===== src/rtl/CommandsLocal.sv =====
// Shared backend and stash command encodings.
package CommandsLocal;

    localparam int unsigned BECMDWidth = 2;
    localparam logic [BECMDWidth-1:0] BECMD_Read    = 2'd0;
    localparam logic [BECMDWidth-1:0] BECMD_ReadRmv = 2'd1;
    localparam logic [BECMDWidth-1:0] BECMD_Update  = 2'd2;
    localparam logic [BECMDWidth-1:0] BECMD_Append  = 2'd3;

    localparam int unsigned STCMDWidth = 2;
    localparam logic [STCMDWidth-1:0] STCMD_StartRead  = 2'd0;
    localparam logic [STCMDWidth-1:0] STCMD_StartWrite = 2'd1;
    localparam logic [STCMDWidth-1:0] STCMD_Append     = 2'd2;

endpackage


===== src/rtl/stash_cmd_scheduler_pkg.sv =====
// Scheduler FSM encodings and launch helpers.
package stash_cmd_scheduler_pkg;

    import CommandsLocal::*;

    localparam int unsigned StateWidth = 2;
    localparam logic [StateWidth-1:0] ST_Idle   = 2'd0;
    localparam logic [StateWidth-1:0] ST_Read   = 2'd1;
    localparam logic [StateWidth-1:0] ST_Write  = 2'd2;
    localparam logic [StateWidth-1:0] ST_Append = 2'd3;

    // Appends skip the read/write path pair and go straight to the stash.
    function automatic logic [StateWidth-1:0] launchState(input logic [BECMDWidth-1:0] cmd);
        return (cmd == BECMD_Append) ? ST_Append : ST_Read;
    endfunction

    function automatic logic [STCMDWidth-1:0] launchCommand(input logic [BECMDWidth-1:0] cmd);
        return (cmd == BECMD_Append) ? STCMD_Append : STCMD_StartRead;
    endfunction

endpackage


===== src/rtl/access_interval_timer.sv =====
// Countdown between path accesses for periodic (timing-protected) mode.
module access_interval_timer #(
    parameter int unsigned IntervalWidth = 16
) (
    input  logic                     Clock,
    input  logic                     Reset,
    input  logic                     Load,
    input  logic [IntervalWidth-1:0] LoadValue,
    output logic                     Expired_c
);

    logic [IntervalWidth-1:0] count;

    // Reload on each path start, otherwise count down and hold at zero.
    always_ff @(posedge Clock or negedge Reset) begin
        if (!Reset) begin
            count <= '0;
        end else if (Load) begin
            count <= LoadValue;
        end else if (count != '0) begin
            count <= count - IntervalWidth'(1);
        end
    end

    assign Expired_c = (count == '0);

endmodule


===== src/rtl/stash_cmd_scheduler.sv =====
// Chooses real or dummy ORAM accesses and sequences the stash commands for each.
module stash_cmd_scheduler
    import CommandsLocal::*;
    import stash_cmd_scheduler_pkg::*;
#(
    parameter int unsigned ORAMU         = 32,
    parameter int unsigned ORAML         = 32,
    parameter int unsigned MaxDummyRun   = 64,
    parameter int unsigned IntervalWidth = 16
) (
    input  logic                     Clock,
    input  logic                     Reset,
    input  logic                     ReqValid,
    output logic                     ReqReady,
    input  logic [BECMDWidth-1:0]    ReqBECommand,
    input  logic [ORAMU-1:0]         ReqPAddr,
    input  logic [ORAML-1:0]         ReqCurrentLeaf,
    input  logic [ORAML-1:0]         ReqRemappedLeaf,
    input  logic [ORAML-1:0]         DummyLeaf,
    input  logic                     PeriodicMode,
    input  logic [IntervalWidth-1:0] Interval,
    input  logic                     StashAlmostFull,
    output logic [STCMDWidth-1:0]    StashCommand,
    output logic                     StashCommandValid,
    input  logic                     StashCommandReady,
    output logic [BECMDWidth-1:0]    BECommand,
    output logic [ORAMU-1:0]         PAddr,
    output logic [ORAML-1:0]         CurrentLeaf,
    output logic [ORAML-1:0]         RemappedLeaf,
    output logic                     AccessIsDummy,
    output logic                     AccessSkipsWriteback,
    output logic [31:0]              DummyCount,
    output logic                     ERROR_DummyRun
);

    localparam int unsigned RunWidth = $clog2(MaxDummyRun + 1);

    logic [StateWidth-1:0] state, stateNext;
    logic                  launchEnable;
    logic                  intervalExpired;
    logic                  launchSlot, realGo, dummyGo, startReadAccept, dummyRead;
    logic [RunWidth-1:0]   runCnt, runCntNext;
    logic [STCMDWidth-1:0] cmdNext;
    logic                  validNext, dummyNext, errorNext;
    logic [BECMDWidth-1:0] beNext;
    logic [ORAMU-1:0]      pAddrNext;
    logic [ORAML-1:0]      curLeafNext, remLeafNext;
    logic [31:0]           dummyCountNext;

    access_interval_timer #(
        .IntervalWidth(IntervalWidth)
    ) intervalTimer (
        .Clock     (Clock),
        .Reset     (Reset),
        .Load      (startReadAccept),
        .LoadValue (Interval),
        .Expired_c (intervalExpired)
    );

    assign ReqReady             = realGo;
    assign AccessSkipsWriteback = 1'b0;

    // Launch decision, next state, next command/fields and counter updates.
    always_comb begin
        stateNext      = state;
        cmdNext        = StashCommand;
        validNext      = StashCommandValid;
        beNext         = BECommand;
        pAddrNext      = PAddr;
        curLeafNext    = CurrentLeaf;
        remLeafNext    = RemappedLeaf;
        dummyNext      = AccessIsDummy;
        dummyCountNext = DummyCount;
        runCntNext     = runCnt;
        errorNext      = ERROR_DummyRun;
        realGo         = 1'b0;
        dummyGo        = 1'b0;

        launchSlot = ~PeriodicMode | intervalExpired;
        if (launchEnable && state == ST_Idle) begin
            // A waiting real request takes the slot unless the stash must drain first.
            realGo  = ReqValid & launchSlot & ~StashAlmostFull;
            dummyGo = (~ReqValid & PeriodicMode & intervalExpired)
                    | (ReqValid & StashAlmostFull & launchSlot);
        end
        startReadAccept = (state == ST_Read) & StashCommandValid & StashCommandReady;
        dummyRead       = startReadAccept & AccessIsDummy;

        case (state)
            ST_Idle: begin
                if (realGo) begin
                    stateNext   = launchState(ReqBECommand);
                    cmdNext     = launchCommand(ReqBECommand);
                    validNext   = 1'b1;
                    beNext      = ReqBECommand;
                    pAddrNext   = ReqPAddr;
                    curLeafNext = ReqCurrentLeaf;
                    remLeafNext = ReqRemappedLeaf;
                    dummyNext   = 1'b0;
                end else if (dummyGo) begin
                    stateNext   = ST_Read;
                    cmdNext     = STCMD_StartRead;
                    validNext   = 1'b1;
                    beNext      = BECMD_Read;
                    pAddrNext   = '0;
                    curLeafNext = DummyLeaf;
                    remLeafNext = DummyLeaf;
                    dummyNext   = 1'b1;
                end
            end
            ST_Read: begin
                if (StashCommandReady) begin
                    stateNext = ST_Write;
                    cmdNext   = STCMD_StartWrite;
                end
            end
            ST_Write, ST_Append: begin
                if (StashCommandReady) begin
                    stateNext = ST_Idle;
                    validNext = 1'b0;
                end
            end
            default: begin
                stateNext = ST_Idle;
                validNext = 1'b0;
            end
        endcase

        // Dummy statistics: total count wraps, run length saturates and latches the error.
        if (dummyRead) begin
            dummyCountNext = DummyCount + 32'd1;
        end
        if (realGo) begin
            runCntNext = '0;
        end else if (dummyRead && runCnt < RunWidth'(MaxDummyRun)) begin
            runCntNext = runCnt + RunWidth'(1);
        end
        if (runCntNext == RunWidth'(MaxDummyRun)) begin
            errorNext = 1'b1;
        end
    end

    // State, registered outputs and counters; launches are blocked until the first clock out of reset.
    always_ff @(posedge Clock or negedge Reset) begin
        if (!Reset) begin
            state             <= ST_Idle;
            launchEnable      <= 1'b0;
            StashCommand      <= STCMD_StartRead;
            StashCommandValid <= 1'b0;
            BECommand         <= '0;
            PAddr             <= '0;
            CurrentLeaf       <= '0;
            RemappedLeaf      <= '0;
            AccessIsDummy     <= 1'b0;
            DummyCount        <= '0;
            runCnt            <= '0;
            ERROR_DummyRun    <= 1'b0;
        end else begin
            state             <= stateNext;
            launchEnable      <= 1'b1;
            StashCommand      <= cmdNext;
            StashCommandValid <= validNext;
            BECommand         <= beNext;
            PAddr             <= pAddrNext;
            CurrentLeaf       <= curLeafNext;
            RemappedLeaf      <= remLeafNext;
            AccessIsDummy     <= dummyNext;
            DummyCount        <= dummyCountNext;
            runCnt            <= runCntNext;
            ERROR_DummyRun    <= errorNext;
        end
    end

endmodule


===== config.mk =====
export PLATFORM = sky130hd
export DESIGN_NAME = stash_cmd_scheduler
export DESIGN_NICKNAME = d
export VERILOG_FILES = /design/src/rtl/CommandsLocal.sv /design/src/rtl/stash_cmd_scheduler_pkg.sv /design/src/rtl/access_interval_timer.sv /design/src/rtl/stash_cmd_scheduler.sv
export SDC_FILE = /design/constraint.sdc
export NUM_CORES = 1
export LEC_CHECK = 0
export BUFFER_PORTS_ARGS = -buffer_cell sky130_fd_sc_hd__buf_2
export CORE_UTILIZATION = 25
export CTS_CLUSTER_SIZE = 20
export DETAILED_ROUTE_END_ITERATION = 16
export MAX_ROUTING_LAYER = met4
export PLACE_DENSITY = 0.46
export SLEW_MARGIN = 20
export SYNTH_ARGS = -nofsm -noshare
export SYNTH_HDL_FRONTEND = slang
export SYNTH_SLANG_ARGS = --single-unit

===== constraint.sdc =====
create_clock -name Clock -period 6.3 [get_ports Clock]
set_input_delay 1.26 -clock Clock [delete_from_list [all_inputs] [get_ports Clock]]
set_output_delay 1.26 -clock Clock [all_outputs]
set_load 0.05 [all_outputs]

==> results of run 1 <==
-- registers in the layout (all words and copies together), names as in the netlist --
register	flops
CurrentLeaf	32
PAddr	32
AccessIsDummy	1
StashCommandValid	1
runCnt	7
BECommand	2
DummyCount	32
intervalTimer.count	16
ERROR_DummyRun	1
launchEnable	1
StashCommand	2
state	2
RemappedLeaf	32
-- metal layers --
metal  GRT usage (%)  routed length (um)  vias up
li1                -                   -     2708
met1            17.8                9440     2759
met2            22.9                9850      159
met3            3.19                 966       11
met4            3.48                 180        0
met5               -                   0        -
-- synth_stat cells (4+ instances only) --
| library cell | n |
|---|---|
| a21oi_1 | 20 |
| a22o_1 | 34 |
| and3_1 | 5 |
| and4_1 | 8 |
| buf_2 | 10 |
| buf_4 | 9 |
| clkbuf_1 | 9 |
| dfrtp_1 | 161 |
| ha_1 | 4 |
| inv_1 | 9 |
| mux2_2 | 129 |
| mux2i_1 | 4 |
| nand2_1 | 25 |
| nand3_1 | 16 |
| nand4_1 | 7 |
| nor2_1 | 37 |
| nor3_1 | 13 |
| nor4_1 | 6 |
| o21ai_0 | 4 |
| xnor2_1 | 28 |
| xor2_1 | 15 |
-- layout make-up --
class                      instances  area, um2
fill                            3002      19100
sequential                       161       4030
antenna                            2       5.00
timing repair buffer             296       1520
tap                              384        480
clock inverter                    14        169
multi-input combinational        393       3240
clock buffer                      18        429
inverter                           9       33.8
-- worst reg2reg max path, stage by stage, from the launching register on --
cell      delay, ns
dfrtp_1        0.40
inv_1          0.12
ha_1           0.24
or4b_1         0.50
and4bb_1       0.57
nand2_1        0.19
a21oi_4        0.69
buf_4          0.56
mux2_2         0.42
-- cells by family (layout without fill, tap and decap cells) --
kind of cell             Yosys count  after routing  synth area share, %
AO/OA/AOI/OAI                     75             75                 7.63
multiplexers                     135            135                 20.4
adder cells (fa/ha/maj)            4              4                0.673
flip-flops                       161            161                 54.1
AND/OR/NAND/NOR                  134            134                 9.55
XOR/XNOR                          43             43                 5.06
other                              2              4                0.101
buffers and inverters             37            337                 2.49
-- power by group through the flow --
| stage | clock network (uW) | registers, uW | logic [uW] |
|---|---|---|---|
| floorplan | 0 | 2120 | 370 |
| global placement | 0 | 1470 | 1420 |
| detailed placement | 0 | 1460 | 1420 |
| CTS | 1120 | 1450 | 1430 |
| global route | 1150 | 1490 | 1490 |
| finish | 1070 | 1450 | 1410 |
-- path summary, 6_finish.rpt --
check / startpoint / endpoint
setup / recovery: intervalTimer.count[0]$_DFFE_PN0P_ / ReqReady
hold / removal: DummyCount[31]$_DFFE_PN0N_ / DummyCount[31]$_DFFE_PN0N_
setup reg to reg: intervalTimer.count[0]$_DFFE_PN0P_ / RemappedLeaf[15]$_DFFE_PN0P_
hold reg to reg: DummyCount[31]$_DFFE_PN0N_ / DummyCount[31]$_DFFE_PN0N_
max in group asynchronous: Reset / PAddr[29]$_DFFE_PN0P_
min in group asynchronous: Reset / intervalTimer.count[11]$_DFFE_PN0P_
-- metrics by stage --
stage                     util, %  setup WS, ns  power (uW)  hold slack (ns)
final                        34.1          2.48        3930            0.460
after global placement       32.1          2.44        2880            0.452
after floorplan                 -          2.65        2490            0.518
after CTS                    34.1          2.38        4000            0.466
after detailed placement     32.1          2.39        2890            0.456
after global routing         34.1          2.21        4140            0.501
-- cells in the final DEF, fill, tap and decap left out, types with 3 or more instances in the layout --
| cell type | Yosys | routed |
|---|---|---|
| mux2i_1 | 4 | 4 |
| ha_1 | 4 | 4 |
| o21ai_0 | 4 | 4 |
| and4_1 | 8 | 8 |
| xor2_1 | 15 | 15 |
| inv_1 | 9 | 9 |
| nand2_1 | 25 | 25 |
| clkinvlp_4 | 0 | 3 |
| buf_4 | 9 | 8 |
| a22o_1 | 34 | 34 |
| inv_6 | 0 | 7 |
| xnor2_1 | 28 | 28 |
| nor2_1 | 37 | 37 |
| a21oi_1 | 20 | 20 |
| buf_2 | 10 | 286 |
| and2_1 | 3 | 3 |
| nor4_1 | 6 | 6 |
| o31ai_1 | 3 | 3 |
| nand3_1 | 16 | 16 |
| nand2b_1 | 3 | 3 |
| clkbuf_16 | 0 | 17 |
| nand4_1 | 7 | 7 |
| mux2_2 | 129 | 129 |
| dfrtp_1 | 161 | 161 |
| nor3_1 | 13 | 13 |
| and3_1 | 5 | 5 |
==> summary.md, run 1 <==
| Metric | Value |
|---|---|
| Clock-pin slew on the worst setup and hold paths | 0.07 ns |
| CTS resizes | 0 |
| Sink Count | 161 |
| Crit Path Class | flip-flop to output port |
| Worst hold path type | flip-flop to flip-flop |
| Worst slew margin | 45.6% |
| Routability cong. | 0.756 |
| Buf+Inv Stages, Crit Path | 2 |
| CTS Buf Count | 17 |
| CTS tree | built |
| Post-Syn Area | 0.00744 mm2 |
| I/O Buffers | 287 |
| Crit path cell chain | inv_1 -> ha_1 -> or4b_1 -> nand4bb_4 -> a21boi_4 -> buf_2 |
| Worst Skew | 0.0178 ns |
| CP max stage delay | 0.50 ns |
| Largest net degree at the start of global routing | 107 |
| DRT iter0 DRCs | 206 |
| Max cap viols | 0 |
| Largest delay share family, worst path | simple AND/OR/NAND/NOR gates |
| CP max-delay cell | or4b_1 |
| Sw frac | 41.6% |
| Die height | 175 um |
| Number of synthesized flops with an enable pin | 0 |
| Worst skew pair latency | 0.43 ns |
| Crit. End Element | output port |
| Hold_buf cts | 0 |
| Worst EP arrival | 2.56 ns |
| Dominant cell type by area after synthesis | dfrtp_1 |
| WL final | 20,400 um |
| Hold path cells | 1 |
| Sequential Power Share | 37.0% |
| Initial cell density of the core | 25.7% |
| Cell variety after synth | 47 |
| WL per Instance | 16.0 um |
| # rows | 62 |
| Final setup vio count | 0 |
| Clock power share | 27.3% |
| Register area share after synthesis | 54.1% |
| Total track usage | 14.1% |
| Final hold vios | 0 |
| H-Tree Depth | 4 |
| Placed cells | 1,243 |
| CTS Root Cell | clkbuf_16 |
| CP startpoint kind | flip-flop |
| Period utilization | 60.7% |
| Synth Warn # | 0 |
| Vias in the first global route | 5,960 |
| FF-to-FF setup slack | 2.50 ns |
| Non-filler cells in the finished layout | 1,277 |
| Clk buf depth | 2 |
| DR vias/cell | 4.41 |
| Vias | 5,637 |
| P per Cell Area | 397 mW/mm2 |
| First-pass GRT wire length | 32,600 um |
| Setup TNS | 0 ns |
| Worst Path Required | 5.04 ns |
| Initial antenna violation count | 0 |
| Run status | complete, no violations |
| Worst vdd ir | 0.000223 V |
| Crit path depth | 6 |
| RSZ-0062 raised after global routing | no |
| FF+latch count, synth | 161 |
| Lkg Pwr | 0.00476 uW |
| Share of layout cells above drive strength 1 | 51.9% |
| Area delta synth->final | 33.1% |
| Switching Power | 1630 uW |
| DP HPWL | 14,600 um |
| Fin area | 0.00990 mm2 |
| Die area | 0.0305 mm2 |
| Average size of a mapped cell | 12.6 um2 |
| Reg2Reg Depth | 8 |
| Final Max Tran Viols | 0 |
| Fin nets | 1,034 |
| Net Count, Synth | 747 |
| Pre-antenna DRT Iters | 4 |
| Drt drc | 0 |
| Post-synth top flop | dfrtp_1 |
| Final critical-path required period | 3.82 ns |
| Dpl cell area | 0.00930 mm2 |
| Comb power frac | 35.8% |
| Core Area | 0.0290 mm2 |
| Synth Instances | 591 |
| Share of async-settable or async-resettable flops after synthesis | 100% |
| Post-CTS Setup Repair Bufs | 0 |
| Ports | 289 |
| Antenna-violating nets left | 0 |
| Die span in x | 175 um |
| Slew @ Worst Pin | 0.814 ns |
| Top cells by area, synth | dfrtp_1, mux2_2, a22o_1 |
| Post-synth top area share | 54.1% |
| CP max FO | 4 |
| GRT overflow | 0 |
| Max Fclk | 261 MHz |
| Pint | 2300 uW |
No activity file was read; power rests on OpenSTA's default activity.
==> run 2, diff against run 1 <==
--- a/config.mk
+++ b/config.mk
@@ -5,12 +5,13 @@
 export SDC_FILE = /design/constraint.sdc
 export NUM_CORES = 1
 export LEC_CHECK = 0
+export ABC_AREA = 1
 export BUFFER_PORTS_ARGS = -buffer_cell sky130_fd_sc_hd__buf_2
 export CORE_UTILIZATION = 25
 export CTS_CLUSTER_SIZE = 20
 export DETAILED_ROUTE_END_ITERATION = 16
 export MAX_ROUTING_LAYER = met4
-export PLACE_DENSITY = 0.46
+export PLACE_DENSITY = 0.47
 export SLEW_MARGIN = 20
 export SYNTH_ARGS = -nofsm -noshare
 export SYNTH_HDL_FRONTEND = slang
==> constraint.sdc (replaced) <==
create_clock -name Clock -period 3.5 [get_ports Clock]
set_input_delay 0.7 -clock Clock [delete_from_list [all_inputs] [get_ports Clock]]
set_output_delay 0.7 -clock Clock [all_outputs]
set_load 0.05 [all_outputs]
==> run 2 against run 1 <==
Effect of this change: wire length rose by 12%; clock power rose by 76%; synthesized area rose by 3.8%; critical path depth rose by 3; critical path type unchanged.
==> summary.md, run 2 <==
| Metric | Value |
|---|---|
| Antenna-violating nets left | 0 |
| Commonest cells in the netlist | nand2_1, dfrtp_1, nand3_1 |
| Register area share after synthesis | 52.2% |
| Ports | 289 |
| Crit. End Element | output port |
| WL final | 22,900 um |
| Final hold slack | 0.342 ns |
| # rows | 63 |
| Pre-antenna DRT Iters | 4 |
| Worst EP arrival | 2.28 ns |
| Area delta synth->final | 30.6% |
| Setup WS pre-CTS | 0.869 ns |
| DR vias/cell | 4.42 |
| Top cells by area, synth | dfrtp_1, nand2_1, o21a_1 |
| GRT overflow | 0 |
| WL per Instance | 14.9 um |
| Post-CTS Setup Repair Bufs | 0 |
| Setup TNS | 0 ns |
| Sink Count | 161 |
| Number of synthesized flops with an enable pin | 0 |
| CTS resizes | 0 |
| Filler instances | 3,219 |
| Crit Path Class | flip-flop to output port |
| Routability cong. | 0.801 |
| Max cap viols | 0 |
| Final hold vios | 0 |
| CTS Buf Count | 17 |
| Post-synth top area share | 52.2% |
| Drt drc | 0 |
| Period utilization | 85.3% |
| P per Cell Area | 781 mW/mm2 |
| Total track usage | 15.4% |
| Largest net degree at the start of global routing | 130 |
| DRT iter0 DRCs | 442 |
| Clk buf depth | 2 |
| Multi-input gate area | 0.00321 mm2 |
| FF+latch area | 0.00403 mm2 |
| Worst skew pair latency | 0.44 ns |
| Run status | complete, no violations |
| Post-Syn Area | 0.00772 mm2 |
| Initial antenna violation count | 1 |
| Max Fclk | 335 MHz |
| Top-count cell post-synth | nand2_1 |
| Vias in the first global route | 6,726 |
| Final Max Tran Viols | 0 |
| CTS tree | built |
| Clock-pin slew on the worst setup and hold paths | 0.07 ns |
| Core Area | 0.0300 mm2 |
| Worst slew margin | 47.2% |
| CTS Root Cell | clkbuf_16 |
| Worst Path Required | 2.80 ns |
| RSZ-0062 raised after global routing | no |
| Final setup vio count | 0 |
| Dominant cell type by area after synthesis | dfrtp_1 |
| Initial cell density of the core | 25.7% |
| FF+latch count, synth | 161 |
| DP HPWL | 16,400 um |
| Die area | 0.0316 mm2 |
| First-pass GRT wire length | 36,100 um |
| Worst hold path type | input pin to asynchronous set/reset pin |
| Cell variety after synth | 38 |
| H-Tree Depth | 4 |
| Fin nets | 1,284 |
| Worst Skew | 0.0137 ns |
| Hold_buf cts | 0 |
| Die height | 178 um |
| Most common cell after layout, fill and taps aside | buf_2 |
| Synth Instances | 856 |
| Worst vdd ir | 0.000479 V |
| Post-synth top flop | dfrtp_1 |
| Net Count, Synth | 1,012 |
| CP startpoint kind | flip-flop |
| Die span in x | 178 um |
| Synth Warn # | 0 |
| Commonest non-fill, non-tap cells in the layout | buf_2, nand2_1, dfrtp_1, nand3_1, o21a_1 |
| Lkg Pwr | 0.00494 uW |
| Share of async-settable or async-resettable flops after synthesis | 100% |
| Share of layout cells above drive strength 1 | 30.4% |
| Final critical-path required period | 2.98 ns |
| I/O Buffers | 287 |
| Average size of a mapped cell | 9.02 um2 |
| Final worst slack | 0.516 ns |
| CP max FO | 21 |
| Slew @ Worst Pin | 0.791 ns |
| Vias | 6,764 |
-- run 2: through the flow --
| stage | area [um2] | std cells | utilization [%] | total power, uW |
|---|---|---|---|---|
| after floorplan | 7720 | 856 | - | 5190 |
| after global placement | 9500 | 1499 | 31.6 | 6060 |
| after detailed placement | 9500 | 1499 | 31.6 | 6060 |
| after CTS | 10100 | 1531 | 33.6 | 8000 |
| after global routing | 10100 | 1532 | 33.6 | 8340 |
| final | 10100 | 1532 | 33.6 | 7880 |
-- run 2: critical path, cell delays in order (launching register included) --
cell and delay, ns:
dfrtp_1 0.38, inv_1 0.12, ha_1 0.18, nand2_1 0.06
nor2_1 0.10, nand2_1 0.12, nand2_1 0.11, nand2_2 0.31
clkinv_2 0.17, buf_2 0.29
-- run 2: report_power, final --
part / leakage, uW / switching [uW] / internal, uW
sequential: 0.00194 / 384 / 2410
combinational: 0.00272 / 2360 / 856
clock: 0.000271 / 850 / 1030
-- run 2: cells by family (layout without fill, tap and decap cells) --
group	count (synthesis)	count (layout)	synth area share, %
AND/OR/NAND/NOR	409	409	23.3
flip-flops	161	161	52.2
AO/OA/AOI/OAI	135	135	12.8
buffers and inverters	104	389	6.32
XOR/XNOR	40	40	4.54
adder cells (fa/ha/maj)	4	4	0.648
other	2	3	0.0972
multiplexers	1	1	0.146
-- run 2: area by class of cell --
cell class | count | area share [%]
clock buffers | 19 | 4.49
diodes | 1 | 0.0248
well taps | 390 | 4.84
flip-flops and latches | 161 | 39.9
multi-input cells | 591 | 31.8
repair buffers | 292 | 15.2
inverters | 65 | 2.43
clock inverters | 13 | 1.27
-- run 2: layer usage --
metal,part of all wire [%],global-route usage (%),wire [um]
met1,44,18.4,9960
met5,0,-,0
met3,7.1,5.29,1630
met2,48,24.9,11100
met4,0.97,3.42,223
-- run 2: final timing paths --
kind,slack (ns),depth (start not counted),startpoint,to
hold reg to reg,0.46,2,ERROR_DummyRun$_DFFE_PN0N_,ERROR_DummyRun$_DFFE_PN0N_
max in group asynchronous,2.43,2,Reset,PAddr[5]$_DFFE_PN0P_
hold / removal,0.34,1,Reset,intervalTimer.count[5]$_DFFE_PN0P_
setup reg to reg,0.96,11,intervalTimer.count[0]$_DFFE_PN0P_,RemappedLeaf[31]$_DFFE_PN0P_
min in group Clock,0.46,2,ERROR_DummyRun$_DFFE_PN0N_,ERROR_DummyRun$_DFFE_PN0N_
setup / recovery,0.52,9,intervalTimer.count[0]$_DFFE_PN0P_,ReqReady
